===== config.mk =====
export PLATFORM = sky130hd
export DESIGN_NAME = sar_adc_ctrl
export DESIGN_NICKNAME = d
export VERILOG_FILES = /design/src/rtl/sar_adc_ctrl.sv
export SDC_FILE = /design/constraint.sdc
export NUM_CORES = 1
export LEC_CHECK = 0
export BUFFER_PORTS_ARGS = -buffer_cell sky130_fd_sc_hd__buf_2
export CORE_MARGIN = 2
export CORE_UTILIZATION = 50
export CTS_BUF_LIST = sky130_fd_sc_hd__clkbuf_4
export CTS_CLUSTER_DIAMETER = 150
export CTS_CLUSTER_SIZE = 30
export DETAILED_ROUTE_END_ITERATION = 10
export GPL_ROUTABILITY_DRIVEN = 0
export PLACE_DENSITY = 0.7
export REMOVE_ABC_BUFFERS = 1
export SETUP_SLACK_MARGIN = 0.05
export SLEW_MARGIN = 0
export SYNTH_ARGS = -nofsm -noshare
export SYNTH_HDL_FRONTEND = slang
export SYNTH_SLANG_ARGS = --single-unit

===== constraint.sdc =====
create_clock -name clk -period 5.9 [get_ports clk]
set_clock_uncertainty 0.2 [all_clocks]
set_input_delay 1.18 -clock clk [delete_from_list [all_inputs] [get_ports clk]]
set_output_delay 1.18 -clock clk [all_outputs]
set_load 0.05 [all_outputs]

===== src/rtl/sar_adc_ctrl.sv =====
`default_nettype none
//------------------------------------------------------------------------------
// Module      : sar_adc_ctrl
// Description : Successive-approximation ADC controller. A start request in
//               IDLE opens the sample/hold window for SAMPLE_CYC cycles, then
//               one bit per SETTLE cycles is resolved MSB first against the
//               comparator. The final code is loaded into data_out together
//               with a single-cycle done pulse.
// Ports       : clk      - clock, rising edge
//               rst      - asynchronous active-high reset
//               start    - conversion request (honoured only in IDLE)
//               cmp_in   - comparator, 1 = analog input >= DAC voltage
//               sample   - sample/hold control to the analog front end
//               dac_code - trial code to the feedback DAC
//               busy     - high in every state except IDLE
//               done     - one-cycle pulse, data_out has just been updated
//               data_out - last completed conversion result
// Revision    : 1.0 - initial release
//------------------------------------------------------------------------------
module sar_adc_ctrl #(
    parameter int WIDTH      = 32,
    parameter int SAMPLE_CYC = 4,
    parameter int SETTLE     = 2
) (
    input  logic             clk,
    input  logic             rst,
    input  logic             start,
    input  logic             cmp_in,
    output logic             sample,
    output logic [WIDTH-1:0] dac_code,
    output logic             busy,
    output logic             done,
    output logic [WIDTH-1:0] data_out
);

    localparam int c_BIT_W = (WIDTH > 1) ? $clog2(WIDTH) : 1;

    localparam logic [1:0] c_IDLE   = 2'd0;
    localparam logic [1:0] c_SAMPLE = 2'd1;
    localparam logic [1:0] c_TRIAL  = 2'd2;
    localparam logic [1:0] c_DONE   = 2'd3;

    // Down-counters are preloaded with N-1 so they expire on the Nth edge.
    localparam logic [7:0]         c_SAMPLE_LOAD = 8'(SAMPLE_CYC - 1);
    localparam logic [7:0]         c_SETTLE_LOAD = 8'(SETTLE - 1);
    localparam logic [c_BIT_W-1:0] c_MSB_IDX     = c_BIT_W'(WIDTH - 1);
    localparam logic [WIDTH-1:0]   c_MSB_CODE    = WIDTH'(1) << (WIDTH - 1);

    logic [1:0]         r_state, w_state_nxt;
    logic [7:0]         r_cnt, w_cnt_nxt;
    logic [c_BIT_W-1:0] r_bit, w_bit_nxt;
    logic [WIDTH-1:0]   r_code, w_code_nxt;
    logic               r_sample, w_sample_nxt;
    logic               r_busy, w_busy_nxt;
    logic               r_done, w_done_nxt;
    logic [WIDTH-1:0]   r_data, w_data_nxt;

    logic [WIDTH-1:0]   w_bit_mask;
    logic [WIDTH-1:0]   w_kept;

    // Mask of the bit under test; the next trial bit is simply this mask
    // shifted right, so no k-1 arithmetic is needed on the code path.
    assign w_bit_mask = WIDTH'(1) << r_bit;
    assign w_kept     = cmp_in ? r_code : (r_code & ~w_bit_mask);

    always_comb begin
        w_state_nxt  = r_state;
        w_cnt_nxt    = r_cnt;
        w_bit_nxt    = r_bit;
        w_code_nxt   = r_code;
        w_sample_nxt = 1'b0;
        w_busy_nxt   = 1'b0;
        w_done_nxt   = 1'b0;
        w_data_nxt   = r_data;

        case (r_state)
            c_IDLE: begin
                w_code_nxt = '0;
                if (start) begin
                    w_state_nxt  = c_SAMPLE;
                    w_cnt_nxt    = c_SAMPLE_LOAD;
                    w_sample_nxt = 1'b1;
                    w_busy_nxt   = 1'b1;
                end
            end

            c_SAMPLE: begin
                w_busy_nxt = 1'b1;
                if (r_cnt == 8'd0) begin
                    w_state_nxt = c_TRIAL;
                    w_cnt_nxt   = c_SETTLE_LOAD;
                    w_bit_nxt   = c_MSB_IDX;
                    w_code_nxt  = c_MSB_CODE;
                end else begin
                    w_cnt_nxt    = r_cnt - 8'd1;
                    w_sample_nxt = 1'b1;
                end
            end

            c_TRIAL: begin
                w_busy_nxt = 1'b1;
                if (r_cnt != 8'd0) begin
                    w_cnt_nxt = r_cnt - 8'd1;
                end else if (r_bit == '0) begin
                    // Last decision: the bit index stays at 0, never wraps.
                    w_state_nxt = c_DONE;
                    w_data_nxt  = w_kept;
                    w_done_nxt  = 1'b1;
                    w_code_nxt  = '0;
                end else begin
                    w_code_nxt = w_kept | (w_bit_mask >> 1);
                    w_bit_nxt  = r_bit - c_BIT_W'(1);
                    w_cnt_nxt  = c_SETTLE_LOAD;
                end
            end

            c_DONE: begin
                // start is deliberately ignored here; IDLE is always visited.
                w_state_nxt = c_IDLE;
                w_code_nxt  = '0;
            end

            default: begin
                w_state_nxt = c_IDLE;
                w_code_nxt  = '0;
            end
        endcase
    end

    always_ff @(posedge clk or posedge rst) begin
        if (rst) begin
            r_state  <= c_IDLE;
            r_cnt    <= 8'd0;
            r_bit    <= '0;
            r_code   <= '0;
            r_sample <= 1'b0;
            r_busy   <= 1'b0;
            r_done   <= 1'b0;
            r_data   <= '0;
        end else begin
            r_state  <= w_state_nxt;
            r_cnt    <= w_cnt_nxt;
            r_bit    <= w_bit_nxt;
            r_code   <= w_code_nxt;
            r_sample <= w_sample_nxt;
            r_busy   <= w_busy_nxt;
            r_done   <= w_done_nxt;
            r_data   <= w_data_nxt;
        end
    end

    assign sample   = r_sample;
    assign dac_code = r_code;
    assign busy     = r_busy;
    assign done     = r_done;
    assign data_out = r_data;

endmodule
`default_nettype wire

== Word level (Yosys, flattened, before mapping) ==
Cells that the tools add are included.

* Register bits after elaboration: 82
* Input bits: 4
* Output and inout port bits: 67

* Reductions and logical operators: 13
* Bitwise logic cells: 4
* Multiplexer cells: 26
* Eq/ne operators: 9
* Add/subtract/negate cells: 2
* Shift-type cells: 1

{| class="wikitable"
|+ Operators by type and width
! kind !! count
|-
| two-way mux 32 bit || 4
|-
| one-hot mux 32 bit (3 select lines) || 1
|-
| bitwise AND 32 bit || 1
|-
| two-way mux 8 bit || 4
|-
| NOT 32 bit || 1
|-
| OR 32 x 31 -> 32 bit || 1
|-
| left shift 1 x 5 -> 32 bit (first input constant) || 1
|-
| one-hot mux 8 bit (3 select lines) || 1
|-
| two-way mux 5 bit || 3
|-
| != test 2 bit (second input constant) || 5
|-
| one-hot mux 5 bit (2 select lines) || 1
|-
| zero test 8 bit || 1
|-
| two-way mux 2 bit || 4
|-
| one-hot mux 2 bit (4 select lines) || 1
|-
| AND reduction 4 bit || 2
|-
| nonzero test 8 bit || 1
|-
| subtractor 8 x 1 -> 8 bit (second input constant) || 1
|-
| AND reduction 3 bit || 2
|-
| zero test 5 bit || 1
|-
| two-way mux 1 bit || 5
|-
| subtractor 5 x 1 -> 5 bit (second input constant) || 1
|-
| == test 2 bit (second input constant) || 2
|-
| one-hot mux 1 bit (2 select lines) || 2
|-
| OR reduction 2 bit || 2
|-
| other kinds (7) || 7
|}

== Logic depth before layout (Yosys ltp) ==
* Depth in word-level cells: 8
* Depth in mapped cells: 9

== Worst setup path before layout ==
Ideal clock, no wire load.

* Path type: input to register
* Start point: input port cmp_in
* End point: register r_code[15] (netlist: dac_code[15])
* Setup time: 121 ps
* Stages: 4
* Data required time: 5,579 ps
* Arrival time: 2,120 ps
* Path buffers: 0
* Path slack: 3,459 ps
* Path through: or3b_2 -> o21ai_0 -> o21ai_0 -> a22o_1

* Word-level cells in the longest chain between the ends: 5

{| class="wikitable"
|+ RTL lines
! element !! line !! RTL
|-
| from (decl) || 28 || <nowiki>input logic cmp_in,</nowiki>
|-
| two-way mux 32 bit || 64 || <nowiki>assign w_kept = cmp_in ? r_code : (r_code & ~w_bit_mask);</nowiki>
|-
| OR 32 x 31 -> 32 bit || 111 || <nowiki>w_code_nxt = w_kept | (w_bit_mask >> 1);</nowiki>
|-
| two-way mux 32 bit || 104 || <nowiki>end else if (r_bit == '0) begin</nowiki>
|-
| two-way mux 32 bit || 102 || <nowiki>if (r_cnt != 8'd0) begin</nowiki>
|-
| one-hot mux 32 bit (3 select lines) || 76 || <nowiki>case (r_state)</nowiki>
|-
| to (signal assigned) || 144 || <nowiki>r_code <= w_code_nxt;</nowiki>
|-
| to (decl) || 52 || <nowiki>logic [WIDTH-1:0] r_code, w_code_nxt;</nowiki>
|}

No other way between the ends. The select of a mux whose other input is x is not followed.
A chain may end at the register's enable or synchronous reset.

== Worst setup path in the final report ==
* Start point: register r_bit[0]
* End point: register r_code[8] (netlist: dac_code[8])

* Word-level cells in the longest chain between the ends: 8

{| class="wikitable"
|+ RTL lines
! element !! line !! RTL
|-
| from (decl) || 51 || <nowiki>logic [c_BIT_W-1:0] r_bit, w_bit_nxt;</nowiki>
|-
| from (signal assigned) || 143 || <nowiki>r_bit <= w_bit_nxt;</nowiki>
|-
| left shift 1 x 5 -> 32 bit || 63 || <nowiki>assign w_bit_mask = WIDTH'(1) << r_bit;</nowiki>
|-
| NOT 32 bit || 64 ||
|-
| bitwise AND 32 bit || 64 ||
|-
| two-way mux 32 bit || 64 ||
|-
| OR 32 x 31 -> 32 bit || 111 ||
|-
| two-way mux 32 bit (*) || 104 ||
|-
| two-way mux 32 bit (*) || 102 ||
|-
| one-hot mux 32 bit (3 select lines) (*) || 76 ||
|}

Every way passes the cells marked *; elsewhere a longest branch is shown, timed or not. The select of a mux whose other input is x is not followed.

==> flow_summary.toml <==
[critical_path]
crit_chain = "inv_1, ha_1, or4b_1, nand4_2, nor2_1, a221o_1"
crit_path_max_incr_delay_ns = 0.58
crit_arrival_ns = 2.92
crit_fanout = 29
crit_type = "reg2reg"
critical_path.top_delay_family = "simple AND/OR/NAND/NOR gates"
startpoint_type = "register"
crit_buf_inv = 1
endpoint_kind = "register"
worstPathRequired_ns = 6.03
critical_path.slowest_cell = "or4b_1"

[timing]
setup_tns_ns = 0
period_needed_ns = 2.79
fmax_mhz = 358
hold_viol_final = 0
setup_viol = 0
max_slew_margin_pct = 32.8
drv_slew = 0
rsz0062_at_grt = "false"
fin_crit_sh_pct = 47.3
setup_slack_ns = 3.11
tightest_slew_ns = 1.01

[power_and_ir_drop]
vdd_drop_max_uv = 251
p_sw_share_pct = 48.1
intPower_uw = 999
power_density_nw_per_um2 = 422
leakage_uw = 0.00211
power_frac_clock_pct = 15.4
power_uw = 1920
combinationalPowerShare_pct = 46.7
power_frac_seq_pct = 38.0
p_sw_uw = 925

[flow_run]
maxCapViolations = 0

[die]
start_util_pct = 52.1
dieArea_um2 = 8880
core_um2 = 7810
rows = 32
io_pins = 71
die-width_um = 94.2
die_y_um = 94.2

[synthesis]
synth_common_cells = "o21ai_0, dfrtp_1, nand2_1"
ys_ff_latch = 82
synth.top_cell.area_share_pct = 50.4
synth_flop_cell = "dfrtp_1"
yosysWarnings = 0
synth-simple-area-share_pct = 15.9
syn_avg_cell_area_um2 = 9.74
synth_fa_ha_area_share_pct = 3.69
synth-compound-area-share_pct = 24.8
synth_area_leaders = "dfrtp_1, o21ai_0, nand2_1, ha_1, a22o_1"
synth_edf_count = 0
syn-cell-area_um2 = 4070
ys_seq_area_share_pct = 50.4
yosysMostFrequentCell = "o21ai_0"
synthXorXnorAreaFrac_pct = 0.430
synth_top_family_by_area = "compound AO/OA/AOI/OAI gates"
synth_mux_area_share_pct = 0.246
yosysTopAreaCell = "dfrtp_1"
yosys.cell_types.count = 53
syn_inst = 418
async_flop_share_pct = 100

[clock_network]
post_cts.repair.setup_buffers = 0
cts_buffers = 9
htreeDepth = 3
postCtsHoldBufs = 0
insertion_delay_ns = 0.42
clockBufferDepth = 2
cts_resized = 0
clock_sinks = 82
cts.root.buffer_cell = "clkbuf_4"
cts.clk_slew.worst_paths_ns = 0.14
cts_tree = "yes"

[final_layout]
drive_above_1_share_pct = 21.6
synthToLayoutAreaGrowth_pct = 11.9
nets = 492
instances_no_fill = 583
final_area_um2 = 4560
antennaDiodeCount = 0

[drt]
viasPerCell = 5.84
wl_per_cell_um = 16.2
finalWirelength_mm = 9.45
drc = 0
drtAntennaViolNets = 0
drtIter0Drc = 233
num_vias = 3403
first_pass_iters = 4

[global_routing]
antenna_found_initial = 0
grt_pass1_vias = 3196
grt_pass1_wl_mm = 15.8
track_usage_pct = 22.8
grt_max_degree = 83
grt-ovfl-total = 0

[run_status]
outcome = "completed"

[placed_design]
placed_cell_area_um2 = 4430
place.detailed.hpwl_mm = 6.43
io_buffers = 70
dp_cells = 567
place_ws_ns = 3.13

[hold_path]
min_path_type = "reg2reg"
metrics by stage:
step                util [%]  hold WS, ns
finish                  58.3        0.287
global route            58.3        0.311
CTS                     58.3        0.296
detailed placement      56.8        0.266
global placement        56.8        0.257
floorplan                  -        0.354
metal layers:
layer	track usage (%)	part of all wire [%]	vias to the layer above	wire, um
met5	0	0	-	0
met4	9.42	1.6	0	155
met3	4.01	5.1	13	485
met2	35.2	47	83	4470
met1	31.8	46	1662	4340
li1	-	-	1645	-
tightest hold or removal path, stage by stage, from the launching register on:
cell and delay (ns):
dfrtp_1 0.36, nand2_1 0.04, o21ai_0 0.05
cell type report:
type / instances / area (um^2)
fillers: 725 / 3250
well taps: 102 / 128
clock inverters: 7 / 53.8
multi-input cells: 298 / 1840
clock buffers: 9 / 67.6
repair buffers: 73 / 373
flip-flops and latches: 82 / 2050
inverters: 12 / 46.3
placed cells by master, fill, tap and decap left out, drive strengths merged, types with 5 or more instances in the layout:
cell type,count
o211ai,5
nand3b,5
dfrtp,82
nand3,6
buf,73
clkbuf,9
a21oi,10
nor2,30
inv,13
nand2b,5
nor3,7
a22o,15
ha,12
o21ai,92
o2bb2a,8
nand2,42
or3b,5
sequential cells by signal, summed over array words and instances, names as in the netlist:
name,cells
r_state,2
busy,1
r_bit,5
done,1
r_cnt,8
sample,1
dac_code,32
data_out,32
worst paths after layout:
path | cells after the start | to | start | slack, ns
max | 6 | dac_code[8] | r_bit[0] | 3.11
min | 2 | data_out[0] | data_out[0] | 0.29
max reg2reg | 6 | dac_code[8] | r_bit[0] | 3.11
min reg2reg | 2 | data_out[0] | data_out[0] | 0.29
max in group asynchronous | 3 | busy | rst | 3.99
min in group asynchronous | 3 | dac_code[17] | rst | 0.86
power by group through the flow:
stage	sequential (uW)	clock, uW	combinational (uW)
global placement	738	0	884
detailed placement	742	0	892
CTS	731	308	895
global route	746	328	982
floorplan	915	0	480
finish	731	296	898
cells by family after synthesis:
logic type,Yosys count
muxes,1
adders and majority gates,12
xor gates and xnor gates,2
AOI/OAI and AO/OA,159
and+or+nand+nor,124
buffers and inverters,38
DFF,82
No activity file was read; power rests on OpenSTA's default activity.
